`config.mk`:
```
export PLATFORM = sky130hd
export DESIGN_NAME = contr_decode_pipe
export DESIGN_NICKNAME = d
export VERILOG_FILES = /design/src/rtl/contr_decode_pipe.sv
export SDC_FILE = /design/constraint.sdc
export NUM_CORES = 1
export LEC_CHECK = 0
export ABC_AREA = 1
export CORE_MARGIN = 2
export CORE_UTILIZATION = 40
export CTS_CLUSTER_DIAMETER = 60
export CTS_CLUSTER_SIZE = 20
export DETAILED_ROUTE_END_ITERATION = 7
export GPL_TIMING_DRIVEN = 0
export PLACE_DENSITY_LB_ADDON = 0.05
export SYNTH_ARGS = -nofsm -noshare
export SYNTH_HDL_FRONTEND = slang
export SYNTH_SLANG_ARGS = --single-unit
```
`constraint.sdc`:
```
create_clock -name clk -period 5.6 [get_ports clk]
set_clock_uncertainty 0.2 [all_clocks]
set_input_delay 1.12 -clock clk [delete_from_list [all_inputs] [get_ports clk]]
set_output_delay 1.12 -clock clk [all_outputs]
set_load 0.02 [all_outputs]
```
`src/rtl/contr_decode_pipe.sv`:
```
// contr_decode_pipe: RV32 instruction decoder followed by a small FIFO of decoded entries.
//
// Each instruction is decoded combinationally as it is pushed. Only the control bundle and
// the PC are stored; the raw word is never kept. The outputs always come from the head
// entry, and they read as zero whenever the queue is empty.
//
// Optional feature: define CONTR_RV32M_EN to accept RV32M (OP opcode with funct7 = 0000001).
// These entries carry an MDU enable and the MDU operation (funct3) on out_mdu_en/out_mdu_op.
// Without the macro those ports do not exist and the encoding decodes as illegal.
//
// Ports
//   clk, rst_n        clock; asynchronous active-low reset
//   flush             synchronous discard of every queued entry (same-cycle push dropped)
//   in_valid/in_ready upstream handshake; in_ready = (occ < DEPTH)
//   in_instr, in_pc   raw instruction word and its PC
//   out_valid/ready   downstream handshake; out_valid = (occ != 0)
//   out_pc, out_*     PC and control bundle of the head entry
//   out_illegal       head entry holds an unsupported encoding
//   occ               current entry count
//
// Control encodings
//   extop  : 000 I, 001 U, 010 S, 011 B, 100 J
//   ALUAsrc: 0 rs1, 1 PC        ALUBsrc: 00 rs2, 01 imm, 10 constant 4
//   ALUctr : 0000 add, 1000 sub, 0001 sll, 0010 slt, 1010 sltu, 0011 copy B,
//            0100 xor, 0101 srl, 1101 sra, 0110 or, 0111 and
//   branch : 000 none, 001 jal, 010 jalr, 100 beq, 101 bne, 110 blt(u), 111 bge(u)
//   memop  : load/store funct3 (000 b, 001 h, 010 w, 100 bu, 101 hu)

module contr_decode_pipe #(
  parameter int unsigned DEPTH = 2,
  parameter int unsigned PC_W  = 32
) (
  input  logic                       clk,
  input  logic                       rst_n,
  input  logic                       flush,
  input  logic                       in_valid,
  output logic                       in_ready,
  input  logic [31:0]                in_instr,
  input  logic [PC_W-1:0]            in_pc,
  output logic                       out_valid,
  input  logic                       out_ready,
  output logic [PC_W-1:0]            out_pc,
  output logic [2:0]                 out_extop,
  output logic                       out_regwr,
  output logic                       out_ALUAsrc,
  output logic [1:0]                 out_ALUBsrc,
  output logic [3:0]                 out_ALUctr,
  output logic [2:0]                 out_branch,
  output logic                       out_MemtoReg,
  output logic                       out_memwr,
  output logic [2:0]                 out_memop,
  output logic                       out_illegal,
`ifdef CONTR_RV32M_EN
  output logic                       out_mdu_en,
  output logic [2:0]                 out_mdu_op,
`endif
  output logic [$clog2(DEPTH+1)-1:0] occ
);

  localparam int unsigned PtrW = (DEPTH > 1) ? $clog2(DEPTH) : 1;
  localparam int unsigned OccW = $clog2(DEPTH + 1);

  typedef struct packed {
    logic [2:0] extop;
    logic       regwr;
    logic       alua;
    logic [1:0] alub;
    logic [3:0] aluctr;
    logic [2:0] branch;
    logic       memtoreg;
    logic       memwr;
    logic [2:0] memop;
    logic       illegal;
`ifdef CONTR_RV32M_EN
    logic       mdu_en;
    logic [2:0] mdu_op;
`endif
  } ctl_t;

  // ---------------------------------------------------------------------------
  // Decode
  // ---------------------------------------------------------------------------
  logic [4:0] opcode;
  logic [2:0] funct3;
  logic [6:0] funct7;
  ctl_t       dec;

  assign opcode = in_instr[6:2];
  assign funct3 = in_instr[14:12];
  assign funct7 = in_instr[31:25];

  // ALU operation for OP / OP-IMM. 'alt' is instr[30]; it selects sub only for register
  // forms, while sra/srl is selected by it in both forms.
  function automatic logic [3:0] alu_fn(input logic [2:0] f3, input logic alt,
                                        input logic is_reg);
    logic [3:0] r;
    case (f3)
      3'b000:  r = (is_reg && alt) ? 4'b1000 : 4'b0000;
      3'b001:  r = 4'b0001;
      3'b010:  r = 4'b0010;
      3'b011:  r = 4'b1010;
      3'b100:  r = 4'b0100;
      3'b101:  r = alt ? 4'b1101 : 4'b0101;
      3'b110:  r = 4'b0110;
      default: r = 4'b0111;
    endcase
    return r;
  endfunction

  // Illegal encodings keep every other control at zero, so no write or branch can leak out.
  always_comb begin
    dec = '0;
    if (in_instr == 32'h0) begin
      // All-zero word is a pipeline bubble: no controls, not illegal.
    end else if (in_instr[1:0] != 2'b11) begin
      dec.illegal = 1'b1;
    end else begin
      case (opcode)
        5'b01101: begin // lui
          dec.extop  = 3'b001;
          dec.regwr  = 1'b1;
          dec.alub   = 2'b01;
          dec.aluctr = 4'b0011;
        end
        5'b00101: begin // auipc
          dec.extop  = 3'b001;
          dec.regwr  = 1'b1;
          dec.alua   = 1'b1;
          dec.alub   = 2'b01;
        end
        5'b00100: begin // op-imm
          dec.regwr  = 1'b1;
          dec.alub   = 2'b01;
          dec.aluctr = alu_fn(funct3, in_instr[30], 1'b0);
        end
        5'b01100: begin // op
          if (funct7 == 7'b0000001) begin
`ifdef CONTR_RV32M_EN
            dec.regwr  = 1'b1;
            dec.mdu_en = 1'b1;
            dec.mdu_op = funct3;
`else
            dec.illegal = 1'b1;
`endif
          end else begin
            dec.regwr  = 1'b1;
            dec.aluctr = alu_fn(funct3, in_instr[30], 1'b1);
          end
        end
        5'b00000: begin // load
          dec.regwr    = 1'b1;
          dec.alub     = 2'b01;
          dec.memtoreg = 1'b1;
          dec.memop    = funct3;
        end
        5'b01000: begin // store
          dec.extop = 3'b010;
          dec.alub  = 2'b01;
          dec.memwr = 1'b1;
          dec.memop = funct3;
        end
        5'b11000: begin // branch; signedness of the compare comes from funct3[1]
          dec.extop  = 3'b011;
          dec.aluctr = funct3[1] ? 4'b1010 : 4'b0010;
          dec.branch = {1'b1, funct3[2], funct3[0]};
        end
        5'b11011: begin // jal
          dec.extop  = 3'b100;
          dec.regwr  = 1'b1;
          dec.alua   = 1'b1;
          dec.alub   = 2'b10;
          dec.branch = 3'b001;
        end
        5'b11001: begin // jalr
          dec.regwr  = 1'b1;
          dec.alua   = 1'b1;
          dec.alub   = 2'b10;
          dec.branch = 3'b010;
        end
        default: dec.illegal = 1'b1;
      endcase
    end
  end

  // ---------------------------------------------------------------------------
  // Queue
  // ---------------------------------------------------------------------------
  logic [PtrW-1:0] wr_ptr_q, wr_ptr_d;
  logic [PtrW-1:0] rd_ptr_q, rd_ptr_d;
  logic [OccW-1:0] occ_q, occ_d;
  ctl_t            ctl_mem_q [DEPTH];
  logic [PC_W-1:0] pc_mem_q  [DEPTH];
  logic            push, pop;

  // Wrap explicitly so DEPTH need not be a power of two.
  function automatic logic [PtrW-1:0] ptr_inc(input logic [PtrW-1:0] p);
    return (p == PtrW'(DEPTH - 1)) ? '0 : p + PtrW'(1);
  endfunction

  assign in_ready  = (occ_q < OccW'(DEPTH));
  assign out_valid = (occ_q != '0);
  assign occ       = occ_q;

  // A push during flush is dropped. in_ready/out_valid already block overflow/underflow.
  assign push = in_valid && in_ready && !flush;
  assign pop  = out_valid && out_ready;

  always_comb begin
    wr_ptr_d = wr_ptr_q;
    rd_ptr_d = rd_ptr_q;
    occ_d    = occ_q;
    if (flush) begin
      wr_ptr_d = '0;
      rd_ptr_d = '0;
      occ_d    = '0;
    end else begin
      if (push) wr_ptr_d = ptr_inc(wr_ptr_q);
      if (pop)  rd_ptr_d = ptr_inc(rd_ptr_q);
      case ({push, pop})
        2'b10:   occ_d = occ_q + OccW'(1);
        2'b01:   occ_d = occ_q - OccW'(1);
        default: occ_d = occ_q;
      endcase
    end
  end

  always_ff @(posedge clk or negedge rst_n) begin
    if (!rst_n) begin
      wr_ptr_q <= '0;
      rd_ptr_q <= '0;
      occ_q    <= '0;
    end else begin
      wr_ptr_q <= wr_ptr_d;
      rd_ptr_q <= rd_ptr_d;
      occ_q    <= occ_d;
    end
  end

  // Storage needs no reset: the head is masked while the queue is empty.
  always_ff @(posedge clk) begin
    if (push) begin
      ctl_mem_q[wr_ptr_q] <= dec;
      pc_mem_q[wr_ptr_q]  <= in_pc;
    end
  end

  // ---------------------------------------------------------------------------
  // Head outputs
  // ---------------------------------------------------------------------------
  ctl_t            head;
  logic [PC_W-1:0] head_pc;

  always_comb begin
    head    = '0;
    head_pc = '0;
    if (out_valid) begin
      head    = ctl_mem_q[rd_ptr_q];
      head_pc = pc_mem_q[rd_ptr_q];
    end
  end

  assign out_pc       = head_pc;
  assign out_extop    = head.extop;
  assign out_regwr    = head.regwr;
  assign out_ALUAsrc  = head.alua;
  assign out_ALUBsrc  = head.alub;
  assign out_ALUctr   = head.aluctr;
  assign out_branch   = head.branch;
  assign out_MemtoReg = head.memtoreg;
  assign out_memwr    = head.memwr;
  assign out_memop    = head.memop;
  assign out_illegal  = head.illegal;
`ifdef CONTR_RV32M_EN
  assign out_mdu_en   = head.mdu_en;
  assign out_mdu_op   = head.mdu_op;
`endif

endmodule
```
==> impl_metrics.prom <==
# TYPE chip_impl_metric gauge
chip_impl_metric{name="whs_path_depth",unit=""} 1
chip_impl_metric{name="area_growth",unit="%"} 38.5
chip_impl_metric{name="drt_wl_total",unit="mm"} 10.2
chip_impl_metric{name="netlist-cell-type-count",unit=""} 24
chip_impl_metric{name="slew_violations",unit=""} 0
chip_impl_metric{name="total_leakage_power",unit="uW"} 0.00228
chip_impl_metric{name="reg2regPathDepth",unit=""} 4
chip_impl_metric{name="maximum_number_of_pins_on_one_net_before_global_route_repair",unit=""} 31
chip_impl_metric{name="postSynthRegisterBits",unit=""} 108
chip_impl_metric{name="routabilityCongestion",unit=""} 0.820
chip_impl_metric{name="port_buffers",unit=""} 124
chip_impl_metric{name="global_route_wire_length_before_repair",unit="mm"} 16.3
chip_impl_info{name="run_status",value="complete, no violations"} 1
chip_impl_metric{name="yosys.area_share.simple",unit="%"} 18.9
chip_impl_metric{name="yosysWarnings",unit=""} 0
chip_impl_info{name="worst_path_dominant_cell_family",value="buffers and inverters"} 1
chip_impl_metric{name="drtPass1Iterations",unit=""} 4
chip_impl_info{name="endpoint_of_the_worst_register_to_register_path",value="ctl_mem_q[0][1]"} 1
chip_impl_metric{name="initial_antenna_violation_count",unit=""} 0
chip_impl_metric{name="num_cts_buffers",unit=""} 9
chip_impl_metric{name="period_needed",unit="ps"} 3640
chip_impl_info{name="hp-class",value="reg2reg"} 1
chip_impl_metric{name="areal_power_density_over_the_cells",unit="nW/um^2"} 403
chip_impl_metric{name="holdWs",unit="ps"} 364
chip_impl_metric{name="max-slew-margin-rel",unit="%"} 49.1
chip_impl_metric{name="floorplan.io_pins",unit=""} 125
chip_impl_metric{name="r2r_slack",unit="ps"} 3360
chip_impl_info{name="crit_slowest_cell",value="sky130_fd_sc_hd__clkdlybuf4s50_1"} 1
chip_impl_metric{name="setup_tns",unit="ps"} 0
chip_impl_metric{name="effective_utilization_at_floorplan",unit="%"} 40.7
chip_impl_metric{name="route.vias.total",unit=""} 3480
chip_impl_info{name="setup.worst_path.class",value="reg2out"} 1
chip_impl_metric{name="fmaxAchievable",unit="MHz"} 275
chip_impl_metric{name="setup_viol",unit=""} 0
chip_impl_metric{name="die_area",unit="sq um"} 12400
chip_impl_metric{name="synth_compound_area_share",unit="%"} 7.74
chip_impl_metric{name="ctsLongestPathBuffers",unit=""} 2
chip_impl_metric{name="post_cts_hold_buffer_count",unit=""} 0
chip_impl_info{name="synth_top_area_cell",value="sky130_fd_sc_hd__edfxtp_1"} 1
chip_impl_metric{name="cp_num_buf_inv",unit=""} 3
chip_impl_metric{name="count_of_maximum_capacitance_violations",unit=""} 0
chip_impl_info{name="synth.area.top_cells",value="sky130_fd_sc_hd__edfxtp_1 (68%), sky130_fd_sc_hd__nand2_1 (11%), sky130_fd_sc_hd__a21oi_1 (6.6%)"} 1
chip_impl_metric{name="synth_mux_area_share",unit="%"} 0
chip_impl_metric{name="crit_path_max_incr_delay",unit="ps"} 660
chip_impl_metric{name="overflow",unit=""} 0
chip_impl_metric{name="drt-initial-drc-count",unit=""} 262
chip_impl_info{name="layout_commonest_cell",value="sky130_fd_sc_hd__nand2_1"} 1
chip_impl_info{name="worstPathCellList",value="buf_2 > clkbuf_1 > nand2_1 > a21oi_1 > clkdlybuf4s50_1"} 1
chip_impl_metric{name="cts.htree.levels",unit=""} 3
chip_impl_metric{name="routedWlPerCell",unit="um"} 14.4
chip_impl_metric{name="final_antenna_net_count",unit=""} 0
chip_impl_info{name="cts-root-buf",value="sky130_fd_sc_hd__clkbuf_16"} 1
chip_impl_metric{name="diodes",unit=""} 0
chip_impl_metric{name="timing_hold_violations_final",unit=""} 0
chip_impl_metric{name="vias_in_the_first_global_route",unit=""} 3360
chip_impl_metric{name="final_min_period_over_clock_period",unit="%"} 64.9
chip_impl_metric{name="irDropWorstVdd",unit="mV"} 0.225
chip_impl_info{name="timing.critical_path.to_type",value="output pin"} 1
chip_impl_info{name="critical_path.startpoint_type",value="register"} 1
chip_impl_info{name="synth_top_family_by_area",value="simple AND/OR/NAND/NOR gates"} 1
chip_impl_metric{name="cp_num_cells",unit=""} 5
chip_impl_metric{name="post-dp-hpwl",unit="mm"} 7.11
chip_impl_info{name="most-common-layout-cells",value="sky130_fd_sc_hd__nand2_1 (134), sky130_fd_sc_hd__clkdlybuf4s50_1 (124), sky130_fd_sc_hd__edfxtp_1 (104)"} 1
chip_impl_metric{name="post_synth_inst_count",unit=""} 423
chip_impl_metric{name="xor_and_xnor_fraction_of_the_mapped_netlist_area",unit="%"} 0
chip_impl_metric{name="drive_above_1_share",unit="%"} 9.20
chip_impl_metric{name="fp.dieH",unit="um"} 112
chip_impl_metric{name="worstPathArrival",unit="ps"} 2320
chip_impl_metric{name="synth_nets",unit=""} 492
chip_impl_metric{name="detail_route.vias_per_cell",unit=""} 4.92
chip_impl_info{name="tritoncts",value="yes"} 1
chip_impl_metric{name="drt_drc_violations_left",unit=""} 0
chip_impl_metric{name="clkSlewWorstSetupHoldPaths",unit="ps"} 70
chip_impl_info{name="r2r-start",value="occ[1]"} 1
chip_impl_metric{name="floorplan.core_area",unit="sq um"} 11400
chip_impl_metric{name="cts-resized-gates",unit=""} 0
chip_impl_metric{name="syn_area_per_cell",unit="sq um"} 10.9
chip_impl_metric{name="tightest_slew",unit="ps"} 762
chip_impl_metric{name="required_time_at_the_endpoint_of_the_critical_path",unit="ps"} 4280
chip_impl_metric{name="post_cts_buffers",unit=""} 0
chip_impl_info{name="setup_repair_after_global_routing_missed_its_margin",value="false"} 1
chip_impl_metric{name="fraction_of_the_mapped_netlist_area_in_adder_cells",unit="%"} 0
chip_impl_metric{name="clock_insertion_delay_worst_skew",unit="ps"} 340
chip_impl_metric{name="worst_path_max_fanout",unit=""} 10
chip_impl_metric{name="part_of_the_yosys_area_used_for_sequential_elements",unit="%"} 69.7
chip_impl_metric{name="dieWidth",unit="um"} 112
chip_impl_metric{name="grt.total_usage",unit="%"} 16.6
chip_impl_metric{name="yosys.area.top_type_share",unit="%"} 67.6
chip_impl_metric{name="post_synth_instance_area",unit="sq um"} 4620
chip_impl_info{name="min_from",value="wr_ptr_q"} 1
chip_impl_metric{name="clock_sinks",unit=""} 108
chip_impl_info{name="hold_end",value="wr_ptr_q"} 1
chip_impl_metric{name="rows",unit=""} 39
chip_impl_metric{name="num-nets-final",unit=""} 629
kinds of logic after synthesis:
kind of cell,after synthesis
AOI/OAI and AO/OA,69
buffers and inverters,43
DFF,108
and+or+nand+nor,203
state kept, by name, indices dropped and copies added (netlist names):
| name | flops |
|---|---|
| pc_mem_q | 64 |
| wr_ptr_q | 1 |
| occ | 2 |
| rd_ptr_q | 1 |
| ctl_mem_q | 40 |
synth_stat cells:
| library cell | count |
|---|---|
| sky130_fd_sc_hd__nor3_1 | 5 |
| sky130_fd_sc_hd__nand4_1 | 4 |
| sky130_fd_sc_hd__o21ai_0 | 2 |
| sky130_fd_sc_hd__nor2_4 | 5 |
| sky130_fd_sc_hd__a2111oi_2 | 1 |
| sky130_fd_sc_hd__inv_2 | 9 |
| sky130_fd_sc_hd__buf_2 | 6 |
| sky130_fd_sc_hd__a31oi_1 | 1 |
| sky130_fd_sc_hd__clkinv_1 | 1 |
| sky130_fd_sc_hd__nand3_2 | 1 |
| sky130_fd_sc_hd__nor3_2 | 1 |
| sky130_fd_sc_hd__nand2_1 | 134 |
| sky130_fd_sc_hd__o21ai_1 | 3 |
| sky130_fd_sc_hd__edfxtp_1 | 104 |
| sky130_fd_sc_hd__nor2_1 | 30 |
| sky130_fd_sc_hd__nand2_2 | 4 |
| sky130_fd_sc_hd__nand3_1 | 12 |
| sky130_fd_sc_hd__dfrtp_1 | 4 |
| sky130_fd_sc_hd__o22ai_1 | 1 |
| sky130_fd_sc_hd__nor2_2 | 5 |
| sky130_fd_sc_hd__inv_1 | 16 |
| sky130_fd_sc_hd__a21oi_1 | 61 |
| sky130_fd_sc_hd__clkbuf_1 | 11 |
| sky130_fd_sc_hd__nand3b_1 | 2 |
per-layer routing:
metal,up-vias,global-route usage [%],routed length [um]
met2,107,27.3,4860
met3,4,4.90,573
li1,1736,-,-
met4,0,3.62,51
met1,1633,21.9,4680
met5,-,0,0
worst register-to-register path, cell delays in order, from the launching register on:
cell and delay, ps:
sky130_fd_sc_hd__dfrtp_1 460, sky130_fd_sc_hd__nor2_1 200, sky130_fd_sc_hd__nand2_1 160, sky130_fd_sc_hd__nor2_4 600
sky130_fd_sc_hd__buf_12 300
power breakdown:
part           internal (uW)  switching [uW]
Combinational            399             568
Clock                    319             307
Sequential               963            25.5
final cells by class:
cell class                      count  area (sq um)
Buffer                             17          71.3
Clock buffer                        9           225
Clock inverter                      7          80.1
Fill cell                        1035          4970
Inverter                           26          97.6
Multi-Input combinational cell    272          1250
Sequential cell                   108          3220
Tap cell                          143           179
Timing Repair Buffer              126          1280
worst max-delay path by stage:
| stage | start | endpoint | slack, ps |
|---|---|---|---|
| 2_1_floorplan | in_valid | ctl_mem_q[0][0] | 1350 |
| 5_1_grt | rd_ptr_q | out_MemtoReg | 1800 |
| 4_1_cts | rd_ptr_q | out_MemtoReg | 1950 |
| 3_5_place_dp | in_valid | pc_mem_q[0][4] | 2210 |
| 3_3_place_gp | in_valid | pc_mem_q[0][4] | -530 |
| 6_report | rd_ptr_q | out_MemtoReg | 1960 |
stage by stage:
step	std cells	total power [uW]	setup slack [ps]	util, %	area [sq um]
after floorplan	423	1510	1350	-	4620
after global placement	690	1970	-527	53.2	6040
after detailed placement	692	1990	2210	53.6	6100
after CTS	708	2610	1950	56.3	6400
after global routing	708	2710	1800	56.3	6400
final	708	2580	1960	56.3	6400
No activity file was read; power rests on OpenSTA's default activity.
